<file path="src/rtl/uart_ctrl_pkg.sv">
// Shared definitions for the UART control blocks: arbiter state encoding,
// bit timing and derived frame-gap / watchdog defaults.
package uart_ctrl_pkg;

    typedef enum logic [1:0] {
        IDLE      = 2'd0,
        LAUNCH    = 2'd1,
        WAIT_DONE = 2'd2,
        GAP       = 2'd3
    } arb_state_t;

    localparam int CLKS_PER_BIT           = 434;
    localparam int DEFAULT_GAP_CYCLES     = CLKS_PER_BIT;
    // A 10-bit frame plus generous slack: about 20 bit times.
    localparam int DEFAULT_TIMEOUT_CYCLES = 20 * CLKS_PER_BIT;

    // Width of a counter that must hold 0..max_val, never narrower than one bit.
    function automatic int cnt_width(input int max_val);
        return (max_val < 1) ? 1 : $clog2(max_val + 1);
    endfunction

endpackage

</file>
<file path="src/rtl/uart_tx_arbiter_rr_pick.sv">
// Combinational round-robin search: first set request at or above ptr,
// wrapping to the lowest set request when nothing above ptr is pending.
module rr_pick #(
    parameter int N  = 2,
    parameter int IW = $clog2(N)
) (
    input  logic [N-1:0]  req,
    input  logic [IW-1:0] ptr,
    output logic          valid,
    output logic [IW-1:0] idx
);

    logic          hi_found;
    logic          lo_found;
    logic [IW-1:0] hi_idx;
    logic [IW-1:0] lo_idx;

    // Descending scan so the lowest qualifying index is the one left standing.
    always_comb begin
        hi_found = 1'b0;
        lo_found = 1'b0;
        hi_idx   = '0;
        lo_idx   = '0;
        for (int i = N - 1; i >= 0; i--) begin
            if (req[i]) begin
                lo_found = 1'b1;
                lo_idx   = IW'(i);
                if (IW'(i) >= ptr) begin
                    hi_found = 1'b1;
                    hi_idx   = IW'(i);
                end
            end
        end
    end

    assign valid = lo_found;
    assign idx   = hi_found ? hi_idx : lo_idx;

endmodule

</file>
<file path="src/rtl/uart_tx_arbiter.sv">
// Shares one UART transmitter among NUM_REQ byte sources: round-robin grant,
// data-valid handshake, post-frame guard gap and a stall watchdog.
module uart_tx_arbiter
    import uart_ctrl_pkg::*;
#(
    parameter int NUM_REQ        = 2,
    parameter int GAP_CYCLES     = DEFAULT_GAP_CYCLES,
    parameter int TIMEOUT_CYCLES = DEFAULT_TIMEOUT_CYCLES
) (
    input  logic                       i_clk,
    input  logic                       i_rst_n,
    input  logic [NUM_REQ-1:0]         i_req,
    input  logic [8*NUM_REQ-1:0]       i_req_data,
    output logic [NUM_REQ-1:0]         o_ack,
    output logic [NUM_REQ-1:0]         o_done,
    output logic                       o_timeout,
    output logic                       o_busy,
    output logic [$clog2(NUM_REQ)-1:0] o_owner,
    output logic [7:0]                 o_tx_byte,
    output logic                       o_tx_dv,
    input  logic                       i_tx_dv_ack,
    input  logic                       i_tx_complete,
    output arb_state_t                 o_state
);

    localparam int IW = $clog2(NUM_REQ);
    localparam int GW = cnt_width(GAP_CYCLES);
    localparam int WW = cnt_width(TIMEOUT_CYCLES);

    localparam logic [GW-1:0] GAP_LAST = GW'((GAP_CYCLES > 0) ? GAP_CYCLES - 1 : 0);
    localparam logic [GW-1:0] GAP_MAX  = GW'(GAP_CYCLES);
    localparam logic [WW-1:0] WD_LAST  = WW'((TIMEOUT_CYCLES > 0) ? TIMEOUT_CYCLES - 1 : 0);
    localparam logic [WW-1:0] WD_MAX   = WW'(TIMEOUT_CYCLES);
    localparam arb_state_t AFTER_FRAME = (GAP_CYCLES > 0) ? GAP : IDLE;

    arb_state_t         state_q, state_d;
    logic [IW-1:0]      rr_ptr_q, rr_ptr_d;
    logic [IW-1:0]      owner_q, owner_d;
    logic [7:0]         tx_byte_q, tx_byte_d;
    logic               tx_dv_q, tx_dv_d;
    logic [NUM_REQ-1:0] ack_q, ack_d;
    logic [NUM_REQ-1:0] done_q, done_d;
    logic               timeout_q, timeout_d;
    logic [GW-1:0]      gap_cnt_q, gap_cnt_d;
    logic [WW-1:0]      wdog_q, wdog_d;

    logic               pick_valid;
    logic [IW-1:0]      pick_idx;
    logic [7:0]         pick_byte;

    rr_pick #(
        .N  (NUM_REQ),
        .IW (IW)
    ) u_pick (
        .req   (i_req),
        .ptr   (rr_ptr_q),
        .valid (pick_valid),
        .idx   (pick_idx)
    );

    always_comb begin
        pick_byte = 8'h00;
        for (int k = 0; k < NUM_REQ; k++) begin
            if (pick_idx == IW'(k)) pick_byte = i_req_data[8*k +: 8];
        end
    end

    // Handshake: o_tx_dv is a valid held from launch until the transmitter
    // returns i_tx_dv_ack (its ready); the byte is taken in the cycle both are
    // high, and o_tx_dv is low from the following edge.
    always_comb begin
        state_d   = state_q;
        rr_ptr_d  = rr_ptr_q;
        owner_d   = owner_q;
        tx_byte_d = tx_byte_q;
        tx_dv_d   = tx_dv_q;
        ack_d     = '0;
        done_d    = '0;
        timeout_d = 1'b0;
        gap_cnt_d = gap_cnt_q;
        wdog_d    = wdog_q;
        case (state_q)
            IDLE: begin
                if (pick_valid) begin
                    state_d   = LAUNCH;
                    owner_d   = pick_idx;
                    tx_byte_d = pick_byte;
                    tx_dv_d   = 1'b1;
                    ack_d     = NUM_REQ'(1) << pick_idx;
                    rr_ptr_d  = (pick_idx == IW'(NUM_REQ - 1)) ? '0 : pick_idx + IW'(1);
                    wdog_d    = '0;
                end
            end
            LAUNCH, WAIT_DONE: begin
                wdog_d = (wdog_q == WD_MAX) ? wdog_q : wdog_q + WW'(1);
                // Completion is checked first so it beats a coincident watchdog expiry.
                if (i_tx_complete && (state_q == WAIT_DONE || i_tx_dv_ack)) begin
                    done_d    = NUM_REQ'(1) << owner_q;
                    tx_dv_d   = 1'b0;
                    state_d   = AFTER_FRAME;
                    gap_cnt_d = '0;
                end else if (wdog_q >= WD_LAST) begin
                    done_d    = NUM_REQ'(1) << owner_q;
                    timeout_d = 1'b1;
                    tx_dv_d   = 1'b0;
                    state_d   = AFTER_FRAME;
                    gap_cnt_d = '0;
                end else if (state_q == LAUNCH && i_tx_dv_ack) begin
                    tx_dv_d = 1'b0;
                    state_d = WAIT_DONE;
                end
            end
            GAP: begin
                gap_cnt_d = (gap_cnt_q == GAP_MAX) ? gap_cnt_q : gap_cnt_q + GW'(1);
                if (gap_cnt_q >= GAP_LAST) state_d = IDLE;
            end
            default: state_d = IDLE;
        endcase
    end

    always_ff @(posedge i_clk) begin
        if (!i_rst_n) begin
            state_q   <= IDLE;
            rr_ptr_q  <= '0;
            owner_q   <= '0;
            tx_byte_q <= 8'h00;
            tx_dv_q   <= 1'b0;
            ack_q     <= '0;
            done_q    <= '0;
            timeout_q <= 1'b0;
            gap_cnt_q <= '0;
            wdog_q    <= '0;
        end else begin
            state_q   <= state_d;
            rr_ptr_q  <= rr_ptr_d;
            owner_q   <= owner_d;
            tx_byte_q <= tx_byte_d;
            tx_dv_q   <= tx_dv_d;
            ack_q     <= ack_d;
            done_q    <= done_d;
            timeout_q <= timeout_d;
            gap_cnt_q <= gap_cnt_d;
            wdog_q    <= wdog_d;
        end
    end

    assign o_ack     = ack_q;
    assign o_done    = done_q;
    assign o_timeout = timeout_q;
    assign o_busy    = (state_q != IDLE);
    assign o_owner   = owner_q;
    assign o_tx_byte = tx_byte_q;
    assign o_tx_dv   = tx_dv_q;
    assign o_state   = state_q;

endmodule

</file>
<file path="config.mk">
export PLATFORM = sky130hd
export DESIGN_NAME = uart_tx_arbiter
export DESIGN_NICKNAME = d
export VERILOG_FILES = /design/src/rtl/uart_ctrl_pkg.sv /design/src/rtl/uart_tx_arbiter_rr_pick.sv /design/src/rtl/uart_tx_arbiter.sv
export SDC_FILE = /design/constraint.sdc
export NUM_CORES = 1
export LEC_CHECK = 0
export CAP_MARGIN = 20
export CORE_MARGIN = 2
export CORE_UTILIZATION = 40
export CTS_BUF_LIST = sky130_fd_sc_hd__clkbuf_8
export DETAILED_ROUTE_END_ITERATION = 6
export GPL_TIMING_DRIVEN = 1
export PLACE_DENSITY = 0.75
export SYNTH_ARGS = -nofsm -noshare
export SYNTH_HDL_FRONTEND = slang
export SYNTH_HIERARCHICAL = 1
export SYNTH_SLANG_ARGS = --single-unit
</file>
<file path="constraint.sdc">
create_clock -name i_clk -period 1.85 [get_ports i_clk]
set_input_delay 0.37 -clock i_clk [delete_from_list [all_inputs] [get_ports i_clk]]
set_output_delay 0.37 -clock i_clk [all_outputs]
set_load 0.01 [all_outputs]
</file>
* Yosys cells after proc, flatten, opt, wreduce, memory -nomap -nowiden
Index checks and enable logic that the tools add are counted.
** Operators by class
- $add $sub $neg :: 3
- $lt $le $gt $ge :: 4
- Equal/unequal tests :: 11
- Shifts and indexed selects :: 2
- Mux-type cells :: 33
- Bitwise logic cells :: 2
- Reduce and logical (&&, ||, !) cells :: 16
** Operator list (number)
- two-way mux 14 bit :: 2
- one-hot mux 14 bit (2 select lines) :: 1
- two-way mux 9 bit :: 3
- one-hot mux 9 bit (2 select lines) :: 1
- two-way mux 1 bit :: 16
- AND reduction 3 bit :: 5
- adder 14 x 1 -> 14 bit, second input constant :: 1
- == test 14 bit, second input constant :: 1
- greater-or-equal comparator 14 bit, second input constant :: 1
- two-way mux 2 bit :: 7
- adder 9 x 1 -> 9 bit, second input constant :: 1
- == test 9 bit, second input constant :: 1
- greater-or-equal comparator 9 bit, second input constant :: 1
- two-way mux 8 bit :: 1
- != test 2 bit, second input constant :: 4
- one-hot mux 2 bit (3 select lines) :: 1
- nonzero test 2 bit :: 3
- == test 2 bit, second input constant :: 2
- != test 4 bit, second input constant :: 1
- AND reduction 2 bit :: 2
- << shifter 1 x 1 -> 2 bit, first input constant :: 2
- != test 3 bit, second input constant :: 1
- OR reduction 3 bit :: 1
- == test 2 x 1 -> 1 bit, second input constant :: 1
- 8 further kinds :: 11
** Storage, ports and cells
- Register bits after elaboration :: 41
- Bits of input ports :: 22
- Output and inout port bits :: 18
- Word-level logic and storage cells :: 81

* Depth between registers and ports, before layout
- Word-level depth :: 8
- Mapped depth :: 8
- Mapped depth without buffers :: 7

* By module
Netlist, hierarchy kept.
** By module, submodules not included
- uart_tx_arbiter :: instances 1, cells an instance 241, area an instance 2099.5 um^2, seq. area each 820.8 um^2
- rr_pick :: instances 1, cells an instance 3, area an instance 17.5 um^2, seq. area each 0.0 um^2

* Least setup slack after synthesis
No wires, ideal clock.
- Path type :: register to register
- Start point :: reg state_q[0], in the netlist o_state[0]
- End point :: reg wdog_q[9]
- Library setup time :: 0.071 ns
- Arrival time :: 1.994 ns
- Required time :: 1.779 ns
- Setup slack :: -0.215 ns
- Stages on the path, launching flop included :: 8
- Path buffers :: 1
- Period minus slack after synthesis :: 2.065 ns
- Path through :: dfxtp_1 -> inv_1 -> ha_1 -> mux2_2 -> or4b_1 -> clkbuf_1 -> or3_1 -> a21oi_1
** Between the ends
- Cells in the longest elaborated chain, start to end :: 4
- Elaborated cells between the ends (all ways) :: 9
- Classes of those cells :: eq/ne: 4; mux: 1; reduce/logical: 4
** Ends and longest elaborated chain
- start: declaration :: line uart_tx_arbiter.sv:36 : arb_state_t state_q, state_d;
- start signal: assignment :: line uart_tx_arbiter.sv:134 : state_q <= state_d;
- == test 2 bit or == test 2 x 1 -> 1 bit (tied branches) :: line uart_tx_arbiter.sv:82 : case (state_q)
- OR reduction 2 bit :: line uart_tx_arbiter.sv:82
- != test 2 bit (no source line) or nonzero test 2 bit (tied branches)
- AND reduction 3 bit (no source line)
- end signal: assignment :: line uart_tx_arbiter.sv:143 : wdog_q <= wdog_d;
- end: declaration :: line uart_tx_arbiter.sv:45 : logic [WW-1:0] wdog_q, wdog_d;
Several ways; a longest one is shown, not always the timed one.
A chain may end at the register's enable or synchronous reset.

* Worst setup path after layout
- Start point :: reg state_q[1], in the netlist o_state[1]
- End point :: reg wdog_q[9]
The elaborated chain is that of the path after synthesis.

==> results_dict.tcl <==
set metrics [dict create \
    ant_nets 0 \
    max-slew-margin-rel_pct 75.2 \
    status "finished, violations left" \
    cts-buffers-inserted 5 \
    vias 2103 \
    wl_um 5590 \
    finalHoldViolations 0 \
    ys_ff_latch 41 \
    synthSimpleGateAreaFrac_pct 23.3 \
    cp_max_fo 7 \
    final_util_pct 62.0 \
    tns_ps -34.9 \
    fin_crit_ps 1870 \
    grt_max_degree 19 \
    fillers 436 \
    cts-root-buf "clkbuf_8" \
    htreeDepth 2 \
    finalNetCount 363 \
    place_hpwl_um 3780 \
    synth_edf_count 0 \
    synth_compound_gate_area_share_pct 18.0 \
    slew_viol_final 0 \
    ioPinCount 40 \
    port_buffers 39 \
    initial_utilization_pct 41.5 \
    numClockSinks 41 \
    ys_seq_area_share_pct 38.8 \
    cp-end-kind "flop" \
    grt_pass1_vias 2024 \
    powerDensity_nw_per_um2 1080 \
    antenna_found_initial 0 \
    synth.area.top_cells "dfxtp_1 39%, ha_1 5.3%, mux2i_1 5.2%" \
    synthMuxAreaShare_pct 5.73 \
    async_flop_share_pct 0 \
    fmax_ghz 0.535 \
    drt_first_iter_violations 84 \
    grt_pass1_wl_um 8830 \
    tightest_slew_ps 367 \
    leakagePower_uw 0.00123 \
    routedWlPerCell_um 13.9 \
    dieArea_um2 5890 \
    fp.dieW_um 76.8 \
    synth_xor_area_share_pct 3.72 \
    setup_violations 2 \
    vias_per_cell 5.22 \
    rows 26 \
    synth_top_area_share_pct 38.8 \
    required_ps 2090 \
    finalClockSkew_ps 5.06 \
    yosysWarnings 6 \
    overflow 0 \
    clockBufferDepth 2 \
    route.detailed.drc 0 \
    ys_types 53 \
    drt-pass1-iter-count 4 \
    rsz0062_at_grt "true" \
    crit_type "flop to flop" \
    core_area_um2 5110 \
    synth_ff_type "dfxtp_1" \
    diodes 0 \
    hold_path_class "flop to flop" \
    worstPathArrival_ps 2110 \
    worstSetupStartpoint "o_state[1]" \
    maxCapViolations 0 \
    vdd_drop_max_uv 529 \
    drive_gt1_share_pct 28.8 \
    die_h_um 76.8 \
    insertion_delay_ps 300 \
    hp-start "rr_ptr_q" \
    stdcell_count 403 \
    layout_worst_path_cycle_share_pct 101 \
    placed_cells 388 \
    syn_area_um2 2120 \
    syn-num-nets 275 \
    grt_util_all_layers_pct 18.4 \
    synth_top_family_by_area "simple AND/OR/NAND/NOR gates" \
    synthToLayoutAreaGrowth_pct 49.5 \
    place_ws_ps -439 \
    setup_slack_ps -18.3 \
    start_kind "flop" \
    r2r_start "o_state[1]" \
    globalplace.congestion 0.855 \
    syn_area_per_cell_um2 8.68 \
    violations "setup timing" \
    yosys.area.top_type "dfxtp_1" \
    synth_fa_ha_area_share_pct 5.32 \
    path_clk_slew_ps 80 \
    hold_ws_ps 501 \
    synth_cells 244 \
    cts_tree "yes" \
]
-- cells in the mapped netlist (all sizes together) (3+ instances only) --
cell     n
clkbuf   5
dfxtp   41
xnor2    3
nand2   22
or4      5
nor3     5
a21oi   12
mux2i   11
nor2    27
nand4    6
ha       9
xor2     6
inv     16
nand3    9
o21ai   10
a211oi  12
or3      6
buf      4
-- critical path, stage by stage, from the launching register on --
cell and delay (ps):
dfxtp_4 370, inv_4 40, ha_4 280, mux2_4 150, or4b_4 510, or3_1 330
a21oi_1 120
-- worst paths after layout --
kind | to | slack [ps] | cells past startpoint
worst max register to register | wdog_q[9] | -20 | 6
worst min register to register | rr_ptr_q | 500 | 2
worst max-delay path | wdog_q[9] | -20 | 6
worst min-delay path | rr_ptr_q | 500 | 2
-- registers in the layout (all words and copies together), names as in the netlist --
name	cells
gap_cnt_q	9
o_ack	2
o_done	2
o_owner	1
o_state	2
o_timeout	1
o_tx_byte	8
o_tx_dv	1
rr_ptr_q	1
wdog_q	14
-- cell type report --
cell class	count	area, um^2	area share (%)
timing repair buffer	90	786	24.8
multi-input combinational	178	1290	40.8
clock buffer	7	96.3	3.04
inverter	16	62.6	1.98
tap	70	87.6	2.77
sequential	41	837	26.5
clock inverter	1	5.00	0.158
-- layer usage --
metal	GRT usage [%]	up-vias	part of all wire [%]
li1	-	1045	-
met1	22.6	998	43
met2	31.0	52	51
met3	4.24	8	4.7
met4	7.27	0	1.7
met5	0	-	0
-- metrics by stage --
| stage | cell area, um^2 | power, uW |
|---|---|---|
| after floorplan | 2150 | 1890 |
| after global placement | 2910 | 2560 |
| after detailed placement | 2910 | 2590 |
| after CTS | 3060 | 3300 |
| after global routing | 3160 | 3610 |
| final | 3160 | 3410 |
-- placed cells by master, fill, tap and decap left out, types with 3 or more instances in the layout --
| cell | instances |
|---|---|
| or3_1 | 4 |
| xor2_1 | 6 |
| a211oi_1 | 10 |
| a21oi_1 | 9 |
| xnor2_1 | 3 |
| buf_4 | 50 |
| inv_1 | 14 |
| or4_1 | 5 |
| nand2_1 | 22 |
| o21ai_0 | 7 |
| dfxtp_2 | 7 |
| clkdlybuf4s50_1 | 36 |
| a21oi_2 | 3 |
| nand3_1 | 9 |
| ha_1 | 7 |
| nand4_1 | 5 |
| clkbuf_8 | 7 |
| nor2_1 | 26 |
| mux2i_1 | 11 |
| dfxtp_1 | 32 |
-- power breakdown --
part / leakage [uW] / internal (uW) / switching [uW]
clock: 0.0000542 / 337 / 323
sequential: 0.000339 / 1020 / 95.0
combinational: 0.000838 / 866 / 762
total: 0.00123 / 2230 / 1180
-- repair_timing --
item                       in CTS  in global routing
gates resized for setup        10                 23
pin swaps                       5                  8
hold buffers                    0                  0
buffers inserted                4                  3
setup endpoints to repair      11                 20
-- logic make-up (layout without fill, tap and decap cells) --
logic type,after synthesis,in the layout
AND/OR/NAND/NOR,93,93
AO/OA/AOI/OAI,55,55
flip-flops,41,41
buffers and inverters,25,114
multiplexers,12,12
adder cells (fa/ha/maj),9,9
XOR/XNOR,9,9
Note: power is estimated with default switching activity, not from simulation.
